### src/rtl/trans_latency_sequencer_pkg.sv
// rtl/trans_latency_sequencer_pkg.sv - shared types and constants for the latency sequencer
package tls_pkg;

  // Sequencer states
  typedef enum logic [2:0] {
    IDLE,
    WARMUP,
    MEASURE,
    HOLD,
    DONE
  } state_t;

  // Latency register width; MAX_MEAS must fit in it
  localparam int LAT_W = 8;

  // Default L1 drive levels: strong current settles near phase 1, weak near phase 40
  localparam logic [7:0] CUR_A_DEF = 8'd200;
  localparam logic [7:0] CUR_B_DEF = 8'd5;

  // Even segments/transitions drive cur_a, odd ones cur_b
  function automatic logic [7:0] pick_cur(input logic odd, input logic [7:0] cur_a,
                                          input logic [7:0] cur_b);
    return odd ? cur_b : cur_a;
  endfunction

endpackage

### src/rtl/trans_latency_sequencer_if.sv
// rtl/trans_latency_sequencer_if.sv - control, sample and result bundle of the latency sequencer
interface trans_latency_sequencer_if #(
  parameter int N_TRANS = 6
);
  import tls_pkg::*;

  logic                   cycle_start;
  logic                   start;
  logic                   abort;
  logic [7:0]             err_a;
  logic [7:0]             err_b;
  logic [7:0]             cur_out;
  logic                   busy;
  logic                   done;
  logic [2:0]             trans_idx;
  logic [2:0]             rd_idx;
  logic [LAT_W-1:0]       rd_lat_a;
  logic [LAT_W-1:0]       rd_lat_b;
  logic [N_TRANS-1:0]     a_faster;
  logic                   verdict;

  modport slave (
    input  cycle_start, start, abort, err_a, err_b, rd_idx,
    output cur_out, busy, done, trans_idx, rd_lat_a, rd_lat_b, a_faster, verdict
  );

  modport master (
    output cycle_start, start, abort, err_a, err_b, rd_idx,
    input  cur_out, busy, done, trans_idx, rd_lat_a, rd_lat_b, a_faster, verdict
  );

endinterface

### src/rtl/trans_latency_sequencer_latency_capture.sv
// rtl/trans_latency_sequencer_latency_capture.sv - per-channel hit flag and latency register array
module latency_capture
  import tls_pkg::*;
#(
  parameter int N_TRANS  = 6,
  parameter int MAX_MEAS = 12
) (
  input  logic             clk,
  input  logic             rst,
  input  logic [LAT_W-1:0] i_m,
  input  logic [7:0]       i_err,
  input  logic [7:0]       i_thr,
  input  logic             i_sample_en,
  input  logic             i_clear,
  input  logic             i_finalize,
  input  logic [2:0]       i_idx,
  output logic [LAT_W-1:0] o_lat [N_TRANS]
);

  localparam logic [LAT_W-1:0] LAT_MAX = LAT_W'(MAX_MEAS);

  logic             r_hit;
  logic [LAT_W-1:0] r_lat [N_TRANS];
  logic             w_hit;

  // The first sample after a transition edge is never accepted, so a stale low error cannot count
  assign w_hit = i_sample_en && !r_hit && (i_m >= LAT_W'(2)) && (i_err <= i_thr);

  // Record the first converged sample; at the window end unhit channels read as MAX_MEAS
  always_ff @(posedge clk or posedge rst) begin
    if (rst) begin
      r_hit <= 1'b0;
      for (int k = 0; k < N_TRANS; k++) r_lat[k] <= '0;
    end else if (i_clear) begin
      r_hit <= 1'b0;
      for (int k = 0; k < N_TRANS; k++) r_lat[k] <= '0;
    end else begin
      if (w_hit) begin
        r_lat[i_idx] <= i_m;
        r_hit        <= 1'b1;
      end
      if (i_finalize) begin
        r_hit <= 1'b0;
        if (!r_hit && !w_hit) r_lat[i_idx] <= LAT_MAX;
      end
    end
  end

  assign o_lat = r_lat;

endmodule

### src/rtl/trans_latency_sequencer.sv
// rtl/trans_latency_sequencer.sv - warm-up/transition stimulus scheduler and convergence-latency meter
module trans_latency_sequencer
  import tls_pkg::*;
#(
  parameter int         N_TRANS    = 6,
  parameter int         WARMUP_SEG = 4,
  parameter int         HOLD_CYC   = 30,
  parameter int         MAX_MEAS   = 12,
  parameter int         ERR_THR    = 3,
  parameter logic [7:0] CUR_A      = CUR_A_DEF,
  parameter logic [7:0] CUR_B      = CUR_B_DEF
) (
  input logic                      clk,
  input logic                      rst,
  trans_latency_sequencer_if.slave bus
);

  localparam int                GC_W     = $clog2(HOLD_CYC + 1);
  localparam int                SEG_W    = $clog2(WARMUP_SEG + 1);
  localparam logic [GC_W-1:0]   GC_LAST  = GC_W'(HOLD_CYC - 1);
  localparam logic [SEG_W-1:0]  SEG_LAST = SEG_W'(WARMUP_SEG - 1);
  localparam logic [LAT_W-1:0]  M_LAST   = LAT_W'(MAX_MEAS - 1);
  localparam logic [2:0]        T_LAST   = 3'(N_TRANS - 1);

  state_t           r_state;
  state_t           w_state_nxt;
  logic [GC_W-1:0]  r_gcnt;
  logic [SEG_W-1:0] r_seg;
  logic [LAT_W-1:0] r_m;
  logic [2:0]       r_tidx;
  logic [7:0]       r_cur;

  logic             w_busy;
  logic             w_done;
  logic             w_launch;
  logic             w_abort;
  logic             w_pulse;
  logic             w_gc_wrap;
  logic             w_warm_end;
  logic             w_sample;
  logic             w_meas_last;
  logic             w_hold_end;
  logic [LAT_W-1:0] w_m_nxt;
  logic [LAT_W-1:0] w_lat_a [N_TRANS];
  logic [LAT_W-1:0] w_lat_b [N_TRANS];
  logic [LAT_W-1:0] w_rd_a;
  logic [LAT_W-1:0] w_rd_b;
  logic [N_TRANS-1:0] w_a_faster;

  // abort beats start in IDLE/DONE and beats any coincident gamma pulse while busy
  assign w_launch    = ((r_state == IDLE) || (r_state == DONE)) && bus.start && !bus.abort;
  assign w_abort     = w_busy && bus.abort;
  assign w_pulse     = bus.cycle_start && !bus.abort;
  assign w_gc_wrap   = w_pulse && (r_gcnt == GC_LAST);
  assign w_warm_end  = (r_state == WARMUP) && w_gc_wrap && (r_seg == SEG_LAST);
  assign w_sample    = (r_state == MEASURE) && w_pulse;
  assign w_meas_last = w_sample && (r_m == M_LAST);
  assign w_hold_end  = (r_state == HOLD) && w_gc_wrap;
  assign w_m_nxt     = r_m + LAT_W'(1);

  // State register
  always_ff @(posedge clk or posedge rst) begin
    if (rst) r_state <= IDLE;
    else     r_state <= w_state_nxt;
  end

  // Next-state selection
  always_comb begin
    w_state_nxt = r_state;
    case (r_state)
      IDLE, DONE: if (w_launch) w_state_nxt = WARMUP;
      WARMUP: begin
        if (bus.abort)      w_state_nxt = IDLE;
        else if (w_warm_end) w_state_nxt = MEASURE;
      end
      MEASURE: begin
        if (bus.abort)        w_state_nxt = IDLE;
        else if (w_meas_last) w_state_nxt = (r_tidx == T_LAST) ? DONE : HOLD;
      end
      HOLD: begin
        if (bus.abort)       w_state_nxt = IDLE;
        else if (w_hold_end) w_state_nxt = MEASURE;
      end
      default: w_state_nxt = IDLE;
    endcase
  end

  // Status outputs decoded from the state
  always_comb begin
    w_busy = 1'b0;
    w_done = 1'b0;
    case (r_state)
      WARMUP, MEASURE, HOLD: w_busy = 1'b1;
      DONE:                  w_done = 1'b1;
      default: ;
    endcase
  end

  // Gamma-cycle counters and the L1 drive current; counters only move on non-aborted pulses
  always_ff @(posedge clk or posedge rst) begin
    if (rst) begin
      r_gcnt <= '0;
      r_seg  <= '0;
      r_m    <= '0;
      r_tidx <= '0;
      r_cur  <= '0;
    end else if (w_abort) begin
      r_cur <= '0;
    end else begin
      case (r_state)
        IDLE, DONE: begin
          if (w_launch) begin
            r_cur  <= CUR_A;
            r_gcnt <= '0;
            r_seg  <= '0;
            r_m    <= '0;
            r_tidx <= '0;
          end
        end
        WARMUP: begin
          if (w_gc_wrap) begin
            r_gcnt <= '0;
            if (r_seg == SEG_LAST) begin
              r_cur  <= CUR_A;
              r_tidx <= '0;
              r_m    <= '0;
            end else begin
              r_seg <= r_seg + SEG_W'(1);
              r_cur <= pick_cur(!r_seg[0], CUR_A, CUR_B);
            end
          end else if (w_pulse) begin
            r_gcnt <= r_gcnt + GC_W'(1);
          end
        end
        MEASURE: begin
          if (w_pulse) r_m <= w_m_nxt;
        end
        HOLD: begin
          if (w_gc_wrap) begin
            r_gcnt <= '0;
            r_tidx <= r_tidx + 3'd1;
            r_cur  <= pick_cur(!r_tidx[0], CUR_A, CUR_B);
            r_m    <= '0;
          end else if (w_pulse) begin
            r_gcnt <= r_gcnt + GC_W'(1);
          end
        end
        default: ;
      endcase
    end
  end

  latency_capture #(
    .N_TRANS  (N_TRANS),
    .MAX_MEAS (MAX_MEAS)
  ) u_cap_a (
    .clk         (clk),
    .rst         (rst),
    .i_m         (w_m_nxt),
    .i_err       (bus.err_a),
    .i_thr       (8'(ERR_THR)),
    .i_sample_en (w_sample),
    .i_clear     (w_launch),
    .i_finalize  (w_meas_last),
    .i_idx       (r_tidx),
    .o_lat       (w_lat_a)
  );

  latency_capture #(
    .N_TRANS  (N_TRANS),
    .MAX_MEAS (MAX_MEAS)
  ) u_cap_b (
    .clk         (clk),
    .rst         (rst),
    .i_m         (w_m_nxt),
    .i_err       (bus.err_b),
    .i_thr       (8'(ERR_THR)),
    .i_sample_en (w_sample),
    .i_clear     (w_launch),
    .i_finalize  (w_meas_last),
    .i_idx       (r_tidx),
    .o_lat       (w_lat_b)
  );

  // Result read port; indices past the last transition read zero
  always_comb begin
    w_rd_a = '0;
    w_rd_b = '0;
    for (int k = 0; k < N_TRANS; k++) begin
      if (bus.rd_idx == 3'(k)) begin
        w_rd_a = w_lat_a[k];
        w_rd_b = w_lat_b[k];
      end
    end
  end

  // Per-transition speedup flags, compared straight from the latency registers
  always_comb begin
    w_a_faster = '0;
    for (int k = 0; k < N_TRANS; k++) w_a_faster[k] = (w_lat_a[k] < w_lat_b[k]);
  end

  assign bus.cur_out   = r_cur;
  assign bus.busy      = w_busy;
  assign bus.done      = w_done;
  assign bus.trans_idx = r_tidx;
  assign bus.rd_lat_a  = w_rd_a;
  assign bus.rd_lat_b  = w_rd_b;
  assign bus.a_faster  = w_a_faster;
  assign bus.verdict   = w_a_faster[2] & w_a_faster[3];

endmodule

### src/flat_wrapper.sv
// flat-port wrapper written by rule: the top's interface ports become plain ports
module trans_latency_sequencer_flat import tls_pkg::*;
#(
  parameter int         N_TRANS    = 6,
  parameter int         WARMUP_SEG = 4,
  parameter int         HOLD_CYC   = 30,
  parameter int         MAX_MEAS   = 12,
  parameter int         ERR_THR    = 3,
  parameter logic [7:0] CUR_A      = CUR_A_DEF,
  parameter logic [7:0] CUR_B      = CUR_B_DEF
)
  (clk, rst, bus_cycle_start, bus_start, bus_abort, bus_err_a, bus_err_b, bus_rd_idx, bus_cur_out, bus_busy, bus_done, bus_trans_idx, bus_rd_lat_a, bus_rd_lat_b, bus_a_faster, bus_verdict);
  trans_latency_sequencer_if #(.N_TRANS(N_TRANS)) bus_i ();
  input logic clk;
  input logic rst;
  input wire logic [$bits(bus_i.cycle_start)-1:0] bus_cycle_start;
  input wire logic [$bits(bus_i.start)-1:0] bus_start;
  input wire logic [$bits(bus_i.abort)-1:0] bus_abort;
  input wire logic [$bits(bus_i.err_a)-1:0] bus_err_a;
  input wire logic [$bits(bus_i.err_b)-1:0] bus_err_b;
  input wire logic [$bits(bus_i.rd_idx)-1:0] bus_rd_idx;
  output wire logic [$bits(bus_i.cur_out)-1:0] bus_cur_out;
  output wire logic [$bits(bus_i.busy)-1:0] bus_busy;
  output wire logic [$bits(bus_i.done)-1:0] bus_done;
  output wire logic [$bits(bus_i.trans_idx)-1:0] bus_trans_idx;
  output wire logic [$bits(bus_i.rd_lat_a)-1:0] bus_rd_lat_a;
  output wire logic [$bits(bus_i.rd_lat_b)-1:0] bus_rd_lat_b;
  output wire logic [$bits(bus_i.a_faster)-1:0] bus_a_faster;
  output wire logic [$bits(bus_i.verdict)-1:0] bus_verdict;
  assign bus_i.cycle_start = bus_cycle_start;
  assign bus_i.start = bus_start;
  assign bus_i.abort = bus_abort;
  assign bus_i.err_a = bus_err_a;
  assign bus_i.err_b = bus_err_b;
  assign bus_i.rd_idx = bus_rd_idx;
  assign bus_cur_out = bus_i.cur_out;
  assign bus_busy = bus_i.busy;
  assign bus_done = bus_i.done;
  assign bus_trans_idx = bus_i.trans_idx;
  assign bus_rd_lat_a = bus_i.rd_lat_a;
  assign bus_rd_lat_b = bus_i.rd_lat_b;
  assign bus_a_faster = bus_i.a_faster;
  assign bus_verdict = bus_i.verdict;
  trans_latency_sequencer #(.N_TRANS(N_TRANS), .WARMUP_SEG(WARMUP_SEG), .HOLD_CYC(HOLD_CYC), .MAX_MEAS(MAX_MEAS), .ERR_THR(ERR_THR), .CUR_A(CUR_A), .CUR_B(CUR_B)) u_core (.clk(clk), .rst(rst), .bus(bus_i));
endmodule
### config.mk
export PLATFORM = sky130hd
export DESIGN_NAME = trans_latency_sequencer_flat
export DESIGN_NICKNAME = d
export VERILOG_FILES = /design/src/rtl/trans_latency_sequencer_pkg.sv /design/src/rtl/trans_latency_sequencer_if.sv /design/src/rtl/trans_latency_sequencer_latency_capture.sv /design/src/rtl/trans_latency_sequencer.sv /design/src/flat_wrapper.sv
export SDC_FILE = /design/constraint.sdc
export NUM_CORES = 1
export LEC_CHECK = 0
export CORE_ASPECT_RATIO = 0.6
export CORE_MARGIN = 2
export CORE_UTILIZATION = 36
export DETAILED_ROUTE_END_ITERATION = 6
export PLACE_DENSITY = 0.55
export SETUP_SLACK_MARGIN = 0.15
export SLEW_MARGIN = 40
export SYNTH_ARGS = -nofsm -noshare
export SYNTH_HDL_FRONTEND = slang
export SYNTH_HIERARCHICAL = 1
export SYNTH_SLANG_ARGS = --single-unit
### constraint.sdc
create_clock -name clk -period 2.9 [get_ports clk]
set_input_delay 0.58 -clock clk [delete_from_list [all_inputs] [get_ports clk]]
set_output_delay 0.58 -clock clk [all_outputs]
set_load 0.02 [all_outputs]
# Word level (Yosys, flattened, before mapping)
# Cells that the tools add are included.
[totals] ff_bits=128 input_bits=24 output_inout_bits=36 wordCells=181
[classes] add_sub_neg=4 n_lt_le_gt_ge=11 eq_ne=26 muxes=69 bitwise=8 reduce_logical=43
[ops] operator="48-bit two-way mux" n=10
[ops] operator="8-bit two-way mux" n=25
[ops] operator="48-bit bitwise mux" n=2
[ops] operator="36-bit bitwise AND" n=2
[ops] operator="8-bit less-than comparator" n=6
[ops] operator="3-bit two-way mux" n=14
[ops] operator="36-bit NOT" n=1
[ops] operator="8-bit one-hot mux with 4 select lines" n=1
[ops] operator="8-bit demux with 3-bit select" n=1
[ops] operator="12-bit bitwise OR" n=2
[ops] operator="8-bit one-hot mux with 3 select lines" n=1
[ops] operator="1-bit logical AND" n=19
[ops] operator="8-bit by 2-bit less-or-equal comparator with 1-bit output, second input constant" n=2
[ops] operator="3-bit by 2-bit equality test with 1-bit output, second input constant" n=5
[ops] operator="5-bit two-way mux" n=3
[ops] operator="3-bit equality test, second input constant" n=4
[ops] operator="3-bit one-hot mux with 4 select lines" n=1
[ops] operator="4-bit AND reduction" n=3
[ops] operator="5-bit one-hot mux with 2 select lines" n=1
[ops] operator="3-bit by 1-bit != test with 1-bit output, second input constant" n=3
[ops] operator="3-bit by 2-bit != test with 1-bit output, second input constant" n=3
[ops] operator="3-bit one-hot mux with 3 select lines" n=1
[ops] operator="3-bit nonzero test" n=3
[ops] operator="8-bit by 1-bit adder with 8-bit output, second input constant" n=1
[ops] operator="other kinds (26)" n=47

# Longest topological paths before layout
[depth] ltp_word=12 mapped_depth=11 ltp_nobuf=10

# Hierarchy
# The synthesis kept the hierarchy.
[by_module_without_submodules] mod="trans_latency_sequencer" instances=1 cells_each=410 area_per_inst_um2=3283.1 seq_area_each_um2=600.6
[by_module_without_submodules] mod="latency_capture (u_core.u_cap_a)" instances=1 cells_each=258 area_per_inst_um2=2424.8 seq_area_each_um2=1226.2
[by_module_without_submodules] mod="latency_capture (u_core.u_cap_b)" instances=1 cells_each=222 area_per_inst_um2=2318.5 seq_area_each_um2=1226.2

# Worst setup path after synthesis
# OpenSTA, ideal clock, no wires.
[synth_timing] kind="input-to-output" startpoint="input port bus_rd_idx[0]" endpoint="output port bus_rd_lat_a[0]" arrival_ns=2.149 required_ns=2.320 path_slack_ns=0.171 cell_stages=7 path_buffers=3 path_cell_list="clkbuf_1 -> buf_2 -> buf_2 -> mux2i_1 -> nor2_1 -> a21oi_1 -> o221ai_1"
[synth_via] elab_chain_len=7 elab_cells_between_ends=12 classes_between="eq/ne (5); mux (6); reduce/logical (1)"
[synth_rtl] element="from (decl)" line_no="flat_wrapper.sv:21" source="input wire logic [$bits(bus_i.rd_idx)-1:0] bus_rd_idx;"
[synth_rtl] element="3-bit logical NOT" line_no="trans_latency_sequencer.sv:190" source="if (bus.rd_idx == 3'(k)) begin"
[synth_rtl] element="8-bit two-way mux (5 in series)" line_no="trans_latency_sequencer.sv:190"
[synth_rtl] element="8-bit two-way mux *" line_no="trans_latency_sequencer.sv:190"
[synth_rtl] element="to (decl)" line_no="flat_wrapper.sv:26" source="output wire logic [$bits(bus_i.rd_lat_a)-1:0] bus_rd_lat_a;"
# Mark *: on every way between the ends. The rest lies on a longest branch, timed or not.

# Worst setup path after layout
[layout_timing] startpoint="register u_core.u_cap_b.r_lat (netlist bit u_core/u_cap_b/o_lat[37])" endpoint="output port bus_a_faster[1]"
[layout_via] elab_chain_len=1
[layout_rtl] element="from (decl)" line_no="trans_latency_sequencer_latency_capture.sv:23" source="logic [LAT_W-1:0] r_lat [N_TRANS];"
[layout_rtl] element="from (signal, indexed assignment)" line_no="trans_latency_sequencer_latency_capture.sv:39" source="r_lat[i_idx] <= i_m;"
[layout_rtl] element="8-bit less-than comparator" line_no="trans_latency_sequencer.sv:200" source="for (int k = 0; k < N_TRANS; k++) w_a_faster[k] = (w_lat_a[k] < w_lat_b[k]);"
[layout_rtl] element="to (decl)" line_no="flat_wrapper.sv:28" source="output wire logic [$bits(bus_i.a_faster)-1:0] bus_a_faster;"
# No other way between the ends.

==> qor.yml <==
critPathTopFamily: "compound AO/OA/AOI/OAI gates"
clockBufferDepth: 2
crit_fanout: 3
clock_skew_ps: 7.803
drt-total-wl_um: 27190
port-buffer-count: 56
power.total_mw: 4.395
synthFlopType: "dfrtp_1"
clock_latency_ps: 430
r2r-start: "u_core/r_m[0]$_DFFE_PP0P_"
setup_viol_count_final: 0
final_antenna_net_count: 0
grt_pass1_vias: 6879
path_clk_slew_ps: 60
synth_edf_count: 0
cts_root_buf: "clkbuf_16"
grt_pass1_wl_um: 42040
gp_congestion: 0.9664
r2r-end: "u_core/u_cap_b/o_lat[12]$_DFF_PP0_"
required_ps: 2320
yosys_warnings: 6
dp_hpwl_um: 20850
worst_pin_slew_ps: 729.5
final_nets: 1119
netlist_instances: 890
min_to: "u_core/r_seg[2]$_DFFE_PP0P_"
rsz0062_at_grt: "yes"
dieArea_um2: 23540
synth-seq-cells: 122
start_util_pct: 36.54
fin_crit_sh_pct: 92.82
final_cell_mix: "122 x inv_1, 114 x dfrtp_1, 97 x buf_4"
critical_path.max_stage_delay_ps: 450
critical_path_buf_inv_count: 3
cts_tree: "built"
finalMaxSlewViolations: 0
holdCritPathClass: "flop to flop"
drt_pass1_iterations: 5
cap_violations: 0
dieHeight_um: 119.7
core_um2: 21970
power_density_nw_per_um2: 419.2
grt_overflow: 0
startpoint_type: "flop"
final-hold-violation-count: 0
cts_buffers: 17
htreeDepth: 4
drc: 0
fin_crit_ps: 2692
drt-initial-drc-count: 823
r2r_cells: 12
synth_area_um2: 8026
num_rows: 42
track_usage_pct: 23.84
ys_async_sr_fraction_pct: 100.0
arrival_ps: 2110
area.growth.synth_to_final_pct: 30.63
max-vdd-ir-drop_uv: 373.6
slew_headroom_pct: 51.26
cp_slowest_cell: "dfrtp_2"
antenna_found_initial: 0
diodes: 0
crit_path_cell_trace: "inv_2, ha_4, a2111oi_4, buf_4, nor2b_2, o21ai_1, o211ai_1, buf_4"
status: "finished, final reports clean"
die_w_um: 196.8
startpoint: "u_core/u_cap_b/o_lat[37]$_DFF_PP0_"
cts.sinks: 122
wl_per_cell_um: 20.46
min_path_cells: 1
rrSetupSlack_ps: 370
viasPerCell: 5.563
synth_cell_types: 74
critPathKind: "flop to primary output"
ios: 60
vias: 7393
ys_seq_area_share_pct: 38.04
fmax_mhz: 371.5
hold_start: "u_core/r_seg[2]$_DFFE_PP0P_"
grt_start_max_net_pins: 50
crit_top_cell: "buf_4"
leakagePower_nw: 4.459
finalHoldWorstSlack_ps: 488.0
syn_avg_cell_area_um2: 9.018
end_kind: "primary output"
final_common_cell: "inv_1"
layout-drive-gt1-share_pct: 21.00
## per-layer routing
metal  GRT usage [%]  vias up  share of wire [%]
met5               0        -                  0
met4           4.558        0               0.77
met3           5.762       20                9.1
met2           28.45      287                 36
met1           40.91     3621                 54
li1                -     3465                  -
## worst max-delay path by stage
stage	end	slack [ps]	cells after the start
2_1_floorplan	bus_rd_lat_a[0]	170	7
3_3_place_gp	u_core/u_cap_b/o_lat[2]$_DFF_PP0_	-210	12
3_5_place_dp	u_core/u_cap_b/o_lat[11]$_DFF_PP0_	-230	12
4_1_cts	bus_rd_lat_b[0]	150	7
5_1_grt	bus_a_faster[1]	110	8
6_report	bus_a_faster[1]	210	8
## stage by stage
stage          cells  utilization [%]  setup WS [ps]  cell area (µm²)  setup TNS, ps
5_1_grt         1329            47.73          108.6            10490              0
4_1_cts         1328            47.01          151.3            10330              0
6_report        1329            47.73          208.4            10490              0
3_3_place_gp    1296            43.84         -213.4             9629         -14020
3_5_place_dp    1296            43.84         -234.5             9629         -15870
2_1_floorplan    907                -          171.2             8090              0
## worst reg2reg max path: cells and delay by family (launching register included)
family / cells / cell delay [ps]
compound gates: 1 / 190
xor+xnor: 1 / 210
fa+ha+maj: 1 / 180
buf+inv: 2 / 390
flops: 1 / 410
simple gates: 7 / 1030
## logic make-up (layout without fill, tap and decap cells)
logic type | count (synthesis) | in the layout | synth area share (%)
AOI/OAI and AO/OA | 260 | 260 | 22.17
xor gates and xnor gates | 8 | 8 | 0.8730
adders and majority gates | 65 | 65 | 10.13
buffers and inverters | 187 | 323 | 9.525
DFF | 122 | 122 | 38.04
muxes | 32 | 32 | 4.786
other | 2 | 19 | 0.09357
and+or+nand+nor | 214 | 214 | 14.39
## cell usage after synthesis, types with 4 or more instances
cell / count / area (µm²)
a221oi_1: 10 / 87.58
o21ai_0: 47 / 235.2
mux4_2: 5 / 112.6
and2_1: 6 / 37.54
ha_1: 65 / 813.3
nor3_1: 12 / 60.06
a21oi_1: 67 / 335.3
nand3_1: 37 / 185.2
nor2_1: 31 / 116.4
inv_1: 129 / 484.2
o21ai_1: 12 / 60.06
nor4_1: 6 / 37.54
xor2_1: 5 / 43.79
nor2b_1: 9 / 56.30
o211ai_1: 8 / 60.06
buf_2: 11 / 55.05
nor3b_1: 6 / 45.04
a22o_1: 6 / 52.55
buf_4: 8 / 60.06
mux2i_1: 26 / 260.3
o22ai_1: 6 / 37.54
o221ai_1: 11 / 96.34
nand2b_1: 9 / 56.30
a211oi_1: 14 / 105.1
a2111oi_0: 4 / 35.03
clkbuf_1: 30 / 112.6
nand3b_1: 6 / 45.04
o21a_1: 5 / 37.54
and3b_1: 5 / 43.79
o32ai_1: 42 / 367.9
nand4_1: 5 / 31.28
and2_0: 5 / 31.28
dfrtp_1: 122 / 3053
nand2_1: 56 / 210.2
## power by group
group	leakage [nW]	internal (mW)	total (mW)	switching (mW)
Clock	0.307	1.46	2.29	0.822
Sequential	1.69	1.72	1.73	0.0146
Combinational	2.47	0.157	0.377	0.220
Total	4.46	3.34	4.40	1.06
## sequential cells by signal (all words and copies together) (netlist names)
name,cells
u_core/bus.cur_out,2
u_core/bus.trans_idx,3
u_core/r_gcnt,5
u_core/r_m,8
u_core/r_seg,3
u_core/r_state,3
u_core/u_cap_a/o_lat,48
u_core/u_cap_a/r_hit,1
u_core/u_cap_b/o_lat,48
u_core/u_cap_b/r_hit,1
## repair_timing
item,in CTS,in global routing
hold buffers,0,0
pin swaps,2,4
setup endpoints to repair,23,108
setup buffers,0,1
resized for setup,82,38
## cell type report
class / instances / area [µm²]
clock buffers: 18 / 439.2
clock inverters: 14 / 193.9
fillers: 2103 / 11480
inverters: 131 / 491.7
multi-input cells: 598 / 4492
flip-flops and latches: 122 / 3063
well taps: 286 / 357.8
repair buffers: 160 / 1448
Power figures use the tool's default switching activity.
